File: src/rtl/ws2812_pkg.sv
// Shared types and constants for the WS2812B strip driver.
package ws2812_pkg;

  // Frame sequencer states.
  typedef enum logic [1:0] {
    StIdle,
    StHigh,
    StLow,
    StLatch
  } state_e;

  // Default bit timing in cycles of a 40 MHz clock.
  localparam int unsigned DefT0hCyc = 16;
  localparam int unsigned DefT0lCyc = 34;
  localparam int unsigned DefT1hCyc = 32;
  localparam int unsigned DefT1lCyc = 18;
  localparam int unsigned DefResCyc = 3200;

  localparam int unsigned MaxLeds      = 64;
  localparam int unsigned BitsPerPixel = 24;

  // Colour word packing: G in [23:16], R in [15:8], B in [7:0]; G7 goes out first.
  typedef struct packed {
    logic [7:0] g;
    logic [7:0] r;
    logic [7:0] b;
  } grb_t;

  function automatic int unsigned max4(input int unsigned a, input int unsigned b,
                                       input int unsigned c, input int unsigned d);
    int unsigned m;
    m = a;
    if (b > m) m = b;
    if (c > m) m = c;
    if (d > m) m = d;
    return m;
  endfunction

  // Select the colour bit for one pixel: foreground when the mask bit is set.
  function automatic logic grb_bit(input logic use_fg, input grb_t fg, input grb_t bg,
                                   input logic [4:0] idx);
    logic [BitsPerPixel-1:0] f;
    logic [BitsPerPixel-1:0] b;
    f = fg;
    b = bg;
    return use_fg ? f[idx] : b[idx];
  endfunction

endpackage

File: src/rtl/ws2812_strip_driver_if.sv
// Controller-side handshake and pixel data bundle for the strip driver.
interface ws2812_strip_driver_if #(
  parameter int unsigned NumLeds = 12
);
  logic               start;
  logic [NumLeds-1:0] led_mask;
  logic [23:0]        fg_grb;
  logic [23:0]        bg_grb;
  logic               led_dout;
  logic               busy;
  logic               done;

  modport master (
    output start, led_mask, fg_grb, bg_grb,
    input  led_dout, busy, done
  );

  modport slave (
    input  start, led_mask, fg_grb, bg_grb,
    output led_dout, busy, done
  );
endinterface

File: src/rtl/ws2812_bit_tx.sv
// Single-bit WS2812 symbol generator: a valid strobe launches one high phase then
// one low phase whose lengths depend on the bit value. A new strobe in the last low
// cycle chains the next bit with no gap.
module ws2812_bit_tx
  import ws2812_pkg::*;
#(
  parameter int unsigned T0H_CYC = DefT0hCyc,
  parameter int unsigned T0L_CYC = DefT0lCyc,
  parameter int unsigned T1H_CYC = DefT1hCyc,
  parameter int unsigned T1L_CYC = DefT1lCyc
) (
  input  logic clk,
  input  logic res,
  input  logic valid_i,
  input  logic bit_i,
  output logic line_o,
  output logic high_end_o,
  output logic bit_done_o
);

  localparam int unsigned MaxCyc = max4(T0H_CYC, T0L_CYC, T1H_CYC, T1L_CYC);
  localparam int unsigned CntW   = $clog2(MaxCyc + 1);

  logic [CntW-1:0] cnt_q, cnt_d;
  logic            line_q, line_d;
  logic            bit_q, bit_d;
  logic            active_q, active_d;
  logic            last_cyc;

  // Phase counter counts down to zero; zero marks the final cycle of a phase.
  assign last_cyc   = active_q && (cnt_q == '0);
  assign high_end_o = last_cyc && line_q;
  assign bit_done_o = last_cyc && !line_q;
  assign line_o     = line_q;

  // Next-state: load high phase on strobe, switch to low phase, then go quiet.
  always_comb begin
    cnt_d    = cnt_q;
    line_d   = line_q;
    bit_d    = bit_q;
    active_d = active_q;
    if (valid_i) begin
      active_d = 1'b1;
      bit_d    = bit_i;
      line_d   = 1'b1;
      cnt_d    = bit_i ? CntW'(T1H_CYC - 1) : CntW'(T0H_CYC - 1);
    end else if (active_q) begin
      if (cnt_q == '0) begin
        if (line_q) begin
          line_d = 1'b0;
          cnt_d  = bit_q ? CntW'(T1L_CYC - 1) : CntW'(T0L_CYC - 1);
        end else begin
          active_d = 1'b0;
        end
      end else begin
        cnt_d = cnt_q - CntW'(1);
      end
    end
  end

  // Phase state registers; reset drops the line at once.
  always_ff @(posedge clk or posedge res) begin
    if (res) begin
      cnt_q    <= '0;
      line_q   <= 1'b0;
      bit_q    <= 1'b0;
      active_q <= 1'b0;
    end else begin
      cnt_q    <= cnt_d;
      line_q   <= line_d;
      bit_q    <= bit_d;
      active_q <= active_d;
    end
  end

endmodule

File: src/rtl/ws2812_strip_driver.sv
// WS2812B chain driver: shadows mask and colours on start, streams NUM_LEDS*24 bits
// MSB first from LED 0, then holds the line low for the latch time and pulses done.
module ws2812_strip_driver
  import ws2812_pkg::*;
#(
  parameter int unsigned NUM_LEDS = 12,
  parameter int unsigned T0H_CYC  = DefT0hCyc,
  parameter int unsigned T0L_CYC  = DefT0lCyc,
  parameter int unsigned T1H_CYC  = DefT1hCyc,
  parameter int unsigned T1L_CYC  = DefT1lCyc,
  parameter int unsigned RES_CYC  = DefResCyc
) (
  input logic                 clk,
  input logic                 res,
  ws2812_strip_driver_if.slave bus
);

  localparam int unsigned     LedW     = (NUM_LEDS > 1) ? $clog2(NUM_LEDS) : 1;
  localparam int unsigned     LatW     = $clog2(RES_CYC + 1);
  localparam logic [LedW-1:0] LastLed  = LedW'(NUM_LEDS - 1);
  localparam logic [4:0]      FirstBit = 5'(BitsPerPixel - 1);

  if (NUM_LEDS < 1 || NUM_LEDS > MaxLeds) begin : g_bad_num_leds
    $error("ws2812_strip_driver: NUM_LEDS must be in 1..%0d", MaxLeds);
  end
  if (T0H_CYC == 0 || T0L_CYC == 0 || T1H_CYC == 0 || T1L_CYC == 0 || RES_CYC == 0)
  begin : g_bad_timing
    $error("ws2812_strip_driver: every timing parameter must be at least 1");
  end

  state_e                state_q, state_d;
  logic [NUM_LEDS-1:0]   mask_q, mask_d;
  logic [23:0]           fg_q, fg_d;
  logic [23:0]           bg_q, bg_d;
  logic [LedW-1:0]       led_idx_q, led_idx_d;
  logic [4:0]            bit_idx_q, bit_idx_d;
  logic [LatW-1:0]       latch_cnt_q, latch_cnt_d;
  logic                  busy_q, busy_d;
  logic                  done_q, done_d;

  logic                  tx_valid;
  logic                  tx_bit;
  logic                  tx_line;
  logic                  tx_high_end;
  logic                  tx_bit_done;

  logic                  last_bit;
  logic [LedW-1:0]       nxt_led;
  logic [4:0]            nxt_bit;

  ws2812_bit_tx #(
    .T0H_CYC(T0H_CYC),
    .T0L_CYC(T0L_CYC),
    .T1H_CYC(T1H_CYC),
    .T1L_CYC(T1L_CYC)
  ) u_bit_tx (
    .clk       (clk),
    .res       (res),
    .valid_i   (tx_valid),
    .bit_i     (tx_bit),
    .line_o    (tx_line),
    .high_end_o(tx_high_end),
    .bit_done_o(tx_bit_done)
  );

  // Position of the bit that follows the one currently on the line.
  always_comb begin
    last_bit = (led_idx_q == LastLed) && (bit_idx_q == '0);
    nxt_led  = (bit_idx_q == '0) ? led_idx_q + LedW'(1) : led_idx_q;
    nxt_bit  = (bit_idx_q == '0) ? FirstBit : bit_idx_q - 5'd1;
  end

  // Frame sequencer: accept, chain bits back to back, latch, signal done.
  always_comb begin
    state_d     = state_q;
    mask_d      = mask_q;
    fg_d        = fg_q;
    bg_d        = bg_q;
    led_idx_d   = led_idx_q;
    bit_idx_d   = bit_idx_q;
    latch_cnt_d = latch_cnt_q;
    done_d      = 1'b0;
    tx_valid    = 1'b0;
    tx_bit      = 1'b0;
    unique case (state_q)
      StIdle: begin
        if (bus.start) begin
          mask_d    = bus.led_mask;
          fg_d      = bus.fg_grb;
          bg_d      = bus.bg_grb;
          led_idx_d = '0;
          bit_idx_d = FirstBit;
          // First bit comes from the live inputs since the shadows load this edge.
          tx_valid  = 1'b1;
          tx_bit    = grb_bit(bus.led_mask[0], bus.fg_grb, bus.bg_grb, FirstBit);
          state_d   = StHigh;
        end
      end
      StHigh: begin
        if (tx_high_end) state_d = StLow;
      end
      StLow: begin
        if (tx_bit_done) begin
          if (last_bit) begin
            latch_cnt_d = LatW'(RES_CYC - 1);
            state_d     = StLatch;
          end else begin
            led_idx_d = nxt_led;
            bit_idx_d = nxt_bit;
            tx_valid  = 1'b1;
            tx_bit    = grb_bit(mask_q[nxt_led], fg_q, bg_q, nxt_bit);
            state_d   = StHigh;
          end
        end
      end
      StLatch: begin
        if (latch_cnt_q == '0) begin
          done_d  = 1'b1;
          state_d = StIdle;
        end else begin
          latch_cnt_d = latch_cnt_q - LatW'(1);
        end
      end
      default: state_d = StIdle;
    endcase
  end

  assign busy_d = (state_d != StIdle);

  // Sequencer state, shadows and registered status outputs.
  always_ff @(posedge clk or posedge res) begin
    if (res) begin
      state_q     <= StIdle;
      mask_q      <= '0;
      fg_q        <= '0;
      bg_q        <= '0;
      led_idx_q   <= '0;
      bit_idx_q   <= '0;
      latch_cnt_q <= '0;
      busy_q      <= 1'b0;
      done_q      <= 1'b0;
    end else begin
      state_q     <= state_d;
      mask_q      <= mask_d;
      fg_q        <= fg_d;
      bg_q        <= bg_d;
      led_idx_q   <= led_idx_d;
      bit_idx_q   <= bit_idx_d;
      latch_cnt_q <= latch_cnt_d;
      busy_q      <= busy_d;
      done_q      <= done_d;
    end
  end

  assign bus.led_dout = tx_line;
  assign bus.busy     = busy_q;
  assign bus.done     = done_q;

endmodule
File: src/flat_wrapper.sv
// flat-port wrapper written by rule: the top's interface ports become plain ports
module ws2812_strip_driver_flat import ws2812_pkg::*;
#(
  parameter int unsigned NUM_LEDS = 12,
  parameter int unsigned T0H_CYC  = DefT0hCyc,
  parameter int unsigned T0L_CYC  = DefT0lCyc,
  parameter int unsigned T1H_CYC  = DefT1hCyc,
  parameter int unsigned T1L_CYC  = DefT1lCyc,
  parameter int unsigned RES_CYC  = DefResCyc
)
  (clk, res, bus_start, bus_led_mask, bus_fg_grb, bus_bg_grb, bus_led_dout, bus_busy, bus_done);
  ws2812_strip_driver_if bus_i ();
  input logic clk;
  input logic res;
  input wire logic [$bits(bus_i.start)-1:0] bus_start;
  input wire logic [$bits(bus_i.led_mask)-1:0] bus_led_mask;
  input wire logic [$bits(bus_i.fg_grb)-1:0] bus_fg_grb;
  input wire logic [$bits(bus_i.bg_grb)-1:0] bus_bg_grb;
  output wire logic [$bits(bus_i.led_dout)-1:0] bus_led_dout;
  output wire logic [$bits(bus_i.busy)-1:0] bus_busy;
  output wire logic [$bits(bus_i.done)-1:0] bus_done;
  assign bus_i.start = bus_start;
  assign bus_i.led_mask = bus_led_mask;
  assign bus_i.fg_grb = bus_fg_grb;
  assign bus_i.bg_grb = bus_bg_grb;
  assign bus_led_dout = bus_i.led_dout;
  assign bus_busy = bus_i.busy;
  assign bus_done = bus_i.done;
  ws2812_strip_driver #(.NUM_LEDS(NUM_LEDS), .T0H_CYC(T0H_CYC), .T0L_CYC(T0L_CYC), .T1H_CYC(T1H_CYC), .T1L_CYC(T1L_CYC), .RES_CYC(RES_CYC)) u_core (.clk(clk), .res(res), .bus(bus_i));
endmodule
File: config.mk
export PLATFORM = sky130hd
export DESIGN_NAME = ws2812_strip_driver_flat
export DESIGN_NICKNAME = d
export VERILOG_FILES = /design/src/rtl/ws2812_pkg.sv /design/src/rtl/ws2812_strip_driver_if.sv /design/src/rtl/ws2812_bit_tx.sv /design/src/rtl/ws2812_strip_driver.sv /design/src/flat_wrapper.sv
export SDC_FILE = /design/constraint.sdc
export NUM_CORES = 1
export LEC_CHECK = 0
export BUFFER_PORTS_ARGS = -buffer_cell sky130_fd_sc_hd__buf_2
export CAP_MARGIN = 20
export CORE_MARGIN = 3
export CORE_UTILIZATION = 43
export DETAILED_ROUTE_END_ITERATION = 6
export GPL_ROUTABILITY_DRIVEN = 0
export MAX_ROUTING_LAYER = met4
export PLACE_DENSITY = 0.75
export SKIP_CTS_REPAIR_TIMING = 1
export SYNTH_ARGS = -nofsm -noshare
export SYNTH_HDL_FRONTEND = slang
export SYNTH_SLANG_ARGS = --single-unit
export TNS_END_PERCENT = 30
File: constraint.sdc
create_clock -name clk -period 3.2 [get_ports clk]
set_clock_uncertainty 0.15 [all_clocks]
set_input_delay 0 -clock clk [delete_from_list [all_inputs] [get_ports clk]]
set_output_delay 0 -clock clk [all_outputs]
set_load 0.05 [all_outputs]
Word-level counts from Yosys, hierarchy flattened

Index checks and enable logic that the tools add are counted.

Register bits: 94
Input port bits: 63
Output and inout bits: 3
Word-level logic and storage cells: 99

Add/sub/neg operators: 4
Magnitude comparators: 2
Eq/ne operators: 10
Muxes and demuxes: 51
Reduce and logical (&&, ||, !) cells: 19

Operators by type and width:

| cell                    | number |
|---|---|
| $mux W12                | 3 |
| $mux W6                 | 5 |
| $mux W5                 | 5 |
| $pmux W12 S2            | 1 |
| $mux W1                 | 20 |
| $mux W4                 | 4 |
| $logic_not A12 Y1       | 1 |
| $sub A12 B1 Y12 const B | 1 |
| $bmux W1 S5             | 2 |
| $mux W2                 | 5 |
| $pmux W5 S2             | 1 |
| $reduce_bool A2 Y1      | 5 |
| $pmux W2 S4             | 1 |
| $pmux W4 S2             | 1 |
| $reduce_and A4 Y1       | 2 |
| $logic_not A6 Y1        | 1 |
| $lt A5 B6 Y1 const B    | 1 |
| $ne A2 B2 Y1 const B    | 3 |
| $reduce_and A2 Y1       | 3 |
| $sub A6 B1 Y6 const B   | 1 |
| $logic_not A5 Y1        | 1 |
| $lt A4 B5 Y1 const B    | 1 |
| $sub A5 B1 Y5 const B   | 1 |
| $add A4 B1 Y4 const B   | 1 |
| other kinds (10)        | 16 |

Logic depth before layout (Yosys ltp)

Word-level depth: 10
Mapped depth: 11
Depth with buffers taken out: 9

By module

Synthesis repeated with hierarchy kept, for this count alone.

Cell total of the unflattened synthesis: 428
Area, all modules: 4989.8 µm²

Modules (own cells, without submodules):

| module              | instances | cells each | area an instance (µm²) | sequential area each (µm²) |
|---|---|---|---|---|
| ws2812_strip_driver | 1         | 374        | 4444.3                 | 2127.0 |
| ws2812_bit_tx       | 1         | 54         | 545.5                  | 225.2 |

Least setup slack after synthesis

No wires, ideal clock.

Kind: reg-to-reg
Start: reg u_core.bit_idx_q[0]
End: reg u_core.u_bit_tx.bit_q
Library setup time: 124 ps
Arrival time: 2414 ps
Data required time: 2926 ps
Path slack: 512 ps
Cell stages (with the launch flop): 11
Path buffers: 1
Period minus slack after synthesis: 2688 ps
Cells stage by stage: dfrtp_1 inv_1 ha_1 buf_2 or4b_4 nand2_1 mux4_2 a22oi_1 o211ai_1 a22oi_1 nand2_1

Word-level cells in the longest chain between the ends: 8
Elaborated cells on any way between the ends: 18
Those cells by class: add/sub (1); mux (15); reduce/logical (2)

RTL lines:

| what                                                     | RTL line                                                                        | text |
|---|---|---|
| start, declared                                          | ws2812_strip_driver.sv:36                                                       | `logic [4:0] bit_idx_q, bit_idx_d;` |
| start signal, assigned                                   | ws2812_strip_driver.sv:148                                                      | `bit_idx_q <= bit_idx_d;` |
| $sub A5 B1 Y5 / $logic_not A5 Y1 (equally long branches) | ws2812_strip_driver.sv:70, ws2812_strip_driver.sv:68, ws2812_strip_driver.sv:69 |  |
| $mux W5 / $mux W4 (equally long branches)                | ws2812_strip_driver.sv:70, ws2812_strip_driver.sv:69                            |  |
| $bmux W1 S5 / $bmux W1 S4 (equally long branches)        | ws2812_pkg.sv:46, ws2812_strip_driver.sv:111                                    |  |
| $mux W1, on equally long branches                        | ws2812_pkg.sv:46, ws2812_strip_driver.sv:111                                    |  |
| $mux W1                                                  | ws2812_pkg.sv:46                                                                | `return use_fg ? f[idx] : b[idx];` |
| $mux W1                                                  | ws2812_strip_driver.sv:104                                                      | `if (last_bit) begin` |
| $mux W1                                                  | ws2812_strip_driver.sv:103                                                      | `if (tx_bit_done) begin` |
| $pmux W1 S2                                              | ws2812_strip_driver.sv:85                                                       | `unique case (state_q)` |
| end signal, assigned                                     | ws2812_bit_tx.sv:71                                                             | `bit_q <= bit_d;` |
| end, declared                                            | ws2812_bit_tx.sv:26                                                             | `logic bit_q, bit_d;` |

Parallel ways exist; a longest one is shown, timed or not. The select of a mux whose other input is x is not followed.
A chain may end at the register's enable or synchronous reset.

Final worst setup path

Start: reg u_core.led_idx_q[1]
End: reg u_core.u_bit_tx.cnt_q[4]

Word-level cells in the longest chain between the ends: 10
Elaborated cells on any way between the ends: 18
Those cells by class: add/sub (1); eq/ne (2); mux (12); reduce/logical (3)

RTL lines:

| what                          | RTL line                   | text |
|---|---|---|
| start, declared               | ws2812_strip_driver.sv:35  | `logic [LedW-1:0] led_idx_q, led_idx_d;` |
| start signal, assigned        | ws2812_strip_driver.sv:147 | `led_idx_q <= led_idx_d;` |
| $add A4 B1 Y4                 | ws2812_strip_driver.sv:69  | `nxt_led = (bit_idx_q == '0) ? led_idx_q + LedW'(1) : led_idx_q;` |
| $mux W4                       | ws2812_strip_driver.sv:69  |  |
| $bmux W1 S4                   | ws2812_strip_driver.sv:111 | `tx_bit = grb_bit(mask_q[nxt_led], fg_q, bg_q, nxt_bit);` |
| $mux W1 (implied by the code) | ws2812_strip_driver.sv:111 |  |
| $mux W1                       | ws2812_pkg.sv:46           |  |
| $mux W1                       | ws2812_strip_driver.sv:104 |  |
| $mux W1                       | ws2812_strip_driver.sv:103 |  |
| $pmux W1 S2                   | ws2812_strip_driver.sv:85  |  |
| $mux W5                       | ws2812_bit_tx.sv:46        | `cnt_d = bit_i ? CntW'(T1H_CYC - 1) : CntW'(T0H_CYC - 1);` |
| $mux W6                       | ws2812_bit_tx.sv:42        | `if (valid_i) begin` |
| end signal, assigned          | ws2812_bit_tx.sv:69        | `cnt_q <= cnt_d;` |
| end, declared                 | ws2812_bit_tx.sv:24        | `logic [CntW-1:0] cnt_q, cnt_d;` |

Parallel ways exist; a longest one is shown, timed or not. The select of a mux whose other input is x is not followed.

==> impl_metrics.toml <==
[status]
outcome = "finished clean"

[setup_path]
startpoint_type = "register"
worst-path-buf-inv = 0
cp_max_fo = 10
path_class = "reg2reg"
path_cells = "ha_1 -> mux2_2 -> mux4_2 -> o311ai_1 -> a21oi_1 -> a22oi_1 -> nand2_1"
worst_path_max_delay_cell = "ha_1"
max_stage_delay_ps = 530
required_ps = 3300
arrival_ps = 3080
cp_top_family = "multiplexers"
end_kind = "register"

[grt]
grt.overflow.total = 0
grt_first_pass_wirelength_mm = 17.2
grt_pass1_vias = 3483
grt_start_max_net_pins = 48
grt_util_all_layers_pct = 17.5
antenna_found_initial = 0

[route]
dr.pass1.iters = 6
wl_per_cell_um = 16.9
dr_total_vias = 3714
remaining_drc_errors = 0
totalWireLength_mm = 11.4
postRouteAntennaNets = 0
viasPerCell = 5.52
drt_iter0_markers = 206

[floorplanning]
dieArea_um2 = 12500
initial_utilization_pct = 44.2
fp.coreArea_um2 = 10900
die_w_um = 112
io_pins = 66
die_h_um = 112
row_count = 38

[clocking]
clk_path_buf_depth = 2
clockRootBuffer = "clkbuf_8"
cts_buffers = 9
clk_latency_ps = 370
cts_tree = "done"
cts.sinks = 94
clk_pin_slew_ps = 100
htreeDepth = 3

[layout]
layout.nets = 595
syn_to_final_growth_pct = 27.4
final_cell_mix = "94 x dfrtp_1, 65 x mux2_2, 65 x buf_2"
fill_cells = 838
layout-drive-gt1-share_pct = 35.1
final_common_cell = "dfrtp_1"
multi_input_area_um2 = 2320
seqCellArea_um2 = 2350
diodes = 0

[timing]
finalSetupTns_ps = 0
min_period_over_period_pct = 93.1
rsz0062_at_grt = "no"
fin_crit_ps = 2980
hold_slack_ps = 235
setup_ws_ps = 220
hold_viol = 0
max_freq_mhz = 336
worst_pin_slew_ps = 616
setup_viol = 0
max-slew-margin-rel_pct = 58.9
drv_slew = 0

[synthesis]
synth_nets = 466
synth-xor-area-share_pct = 1.09
ys_ff_latch = 94
synth_cells = 399
yosys_most_used_dff = "dfrtp_1"
postSynthAreaPerCell_um2 = 12.1
ys.warnings.count = 0
yosysUniqueCellTypes = 55
syn_area_um2 = 4820
synth-compound-area-share_pct = 9.95
yosysSeqAreaShare_pct = 48.8
synth-edff-count = 0
synth_mux_area_share_pct = 23.4
synth_top_family_by_area = "multiplexers"
synth-simple-area-share_pct = 12.5
synth_fa_ha_area_share_pct = 1.04
async_reset_ff_share_pct = 100

[pwr]
powerDensity_nw_per_um2 = 707
leakagePower_nw = 2.62
peakVddDrop_mv = 0.390

[min_path]
hold_path_class = "in2reg"

[place]
numPortBuffers = 65
dp_hpwl_mm = 7.61
place_ws_ps = 265

[job]
cap_viol_max_count = 0
==> routing by layer <==
metal	track usage, %	wire length, um	share of wire [%]	vias to the layer above
met3	2.45	508	4.5	24
met1	22.5	4540	40	1841
met2	28.5	6060	53	110
li1	-	-	-	1739
met5	-	0	0	-
met4	6.33	256	2.3	0
==> tightest hold or removal path, cell delays in order <==
cell           delay [ps]
dlygate4sd3_1         510
buf_2                  90
mux2_2                130
==> Yosys cell counts, types with 2 or more instances <==
cell,number,area (um^2)
a211oi_1,2,15.0
a21boi_0,2,15.0
a21o_1,3,22.5
a21oi_1,14,70.1
a22oi_1,5,37.5
a311oi_1,2,17.5
a31oi_1,9,56.3
and3_1,2,12.5
buf_2,5,25.0
buf_6,4,45.0
clkbuf_1,12,45.0
dfrtp_1,94,2350
ha_1,4,50.1
inv_1,8,30.0
mux2_2,65,732
mux2i_1,8,80.1
mux4_2,14,315
nand2_1,32,120
nand2b_1,6,37.5
nand3_1,5,25.0
nor2_1,14,52.6
nor2b_1,6,37.5
nor3_1,10,50.1
nor3b_1,4,30.0
nor4_1,8,50.1
nor4b_4,2,47.6
o211ai_1,4,30.0
o21ai_0,14,70.1
o21ai_1,6,30.0
o31ai_1,2,15.0
or3_1,4,25.0
or4b_4,2,27.5
xnor2_1,3,26.3
xor2_1,3,26.3
==> report_power, final <==
group / leakage [nW] / switching (mW) / internal (mW)
sequential: 1.14 / 0.380 / 1.66
clock: 0.103 / 0.454 / 0.396
combinational: 1.37 / 0.592 / 0.858
==> final timing paths <==
path	cells past startpoint	slack, ps	startpoint	endpoint
max in group asynchronous	5	1500	res	u_core.fg_q[8]$_DFFE_PP0P_
hold / removal	3	230	bus_bg_grb[11]	u_core.bg_q[11]$_DFFE_PP0P_
min in group asynchronous	4	520	res	u_core.state_q[1]$_DFF_PP0_
hold reg to reg	1	360	u_core.latch_cnt_q[9]$_DFFE_PP0P_	u_core.latch_cnt_q[9]$_DFFE_PP0P_
setup reg to reg	7	220	u_core.led_idx_q[1]$_DFFE_PP0P_	u_core.u_bit_tx.cnt_q[4]$_DFFE_PP0P_
setup / recovery	7	220	u_core.led_idx_q[1]$_DFFE_PP0P_	u_core.u_bit_tx.cnt_q[4]$_DFFE_PP0P_
==> metrics by stage <==
stage | cell area, um^2 | power, mW | instances | util, %
global route | 6140 | 4.61 | 673 | 56.4
floorplan | 4820 | 3.06 | 399 | -
CTS | 5510 | 4.29 | 610 | 50.6
finish | 6140 | 4.34 | 673 | 56.4
detailed placement | 5290 | 3.45 | 594 | 48.6
global placement | 5290 | 3.36 | 594 | 48.6
==> kinds of logic after synthesis <==
group | Yosys count
and+or+nand+nor | 105
DFF | 94
muxes | 87
AOI/OAI and AO/OA | 73
buffers and inverters | 30
xor gates and xnor gates | 6
adders and majority gates | 4
==> area by class of cell <==
class	count	share of cell area [%]
Timing Repair Buffer	140	17.0
Clock buffer	10	2.24
Sequential cell	94	38.3
Clock inverter	6	1.24
Tap cell	140	2.85
Inverter	8	0.510
Multi-Input combinational cell	275	37.8
==> state kept, by name, summed over array words and instances, names as in the netlist <==
| register | count |
|---|---|
| u_core.u_bit_tx.active_q | 1 |
| u_core.bg_q | 24 |
| u_core.u_bit_tx.cnt_q | 6 |
| u_core.bus.busy | 1 |
| u_core.mask_q | 12 |
| u_core.led_idx_q | 4 |
| u_core.state_q | 2 |
| u_core.latch_cnt_q | 12 |
| u_core.bus.done | 1 |
| u_core.u_bit_tx.line_o | 1 |
| u_core.fg_q | 24 |
| u_core.u_bit_tx.bit_q | 1 |
| u_core.bit_idx_q | 5 |
Power figures use the tool's default switching activity.
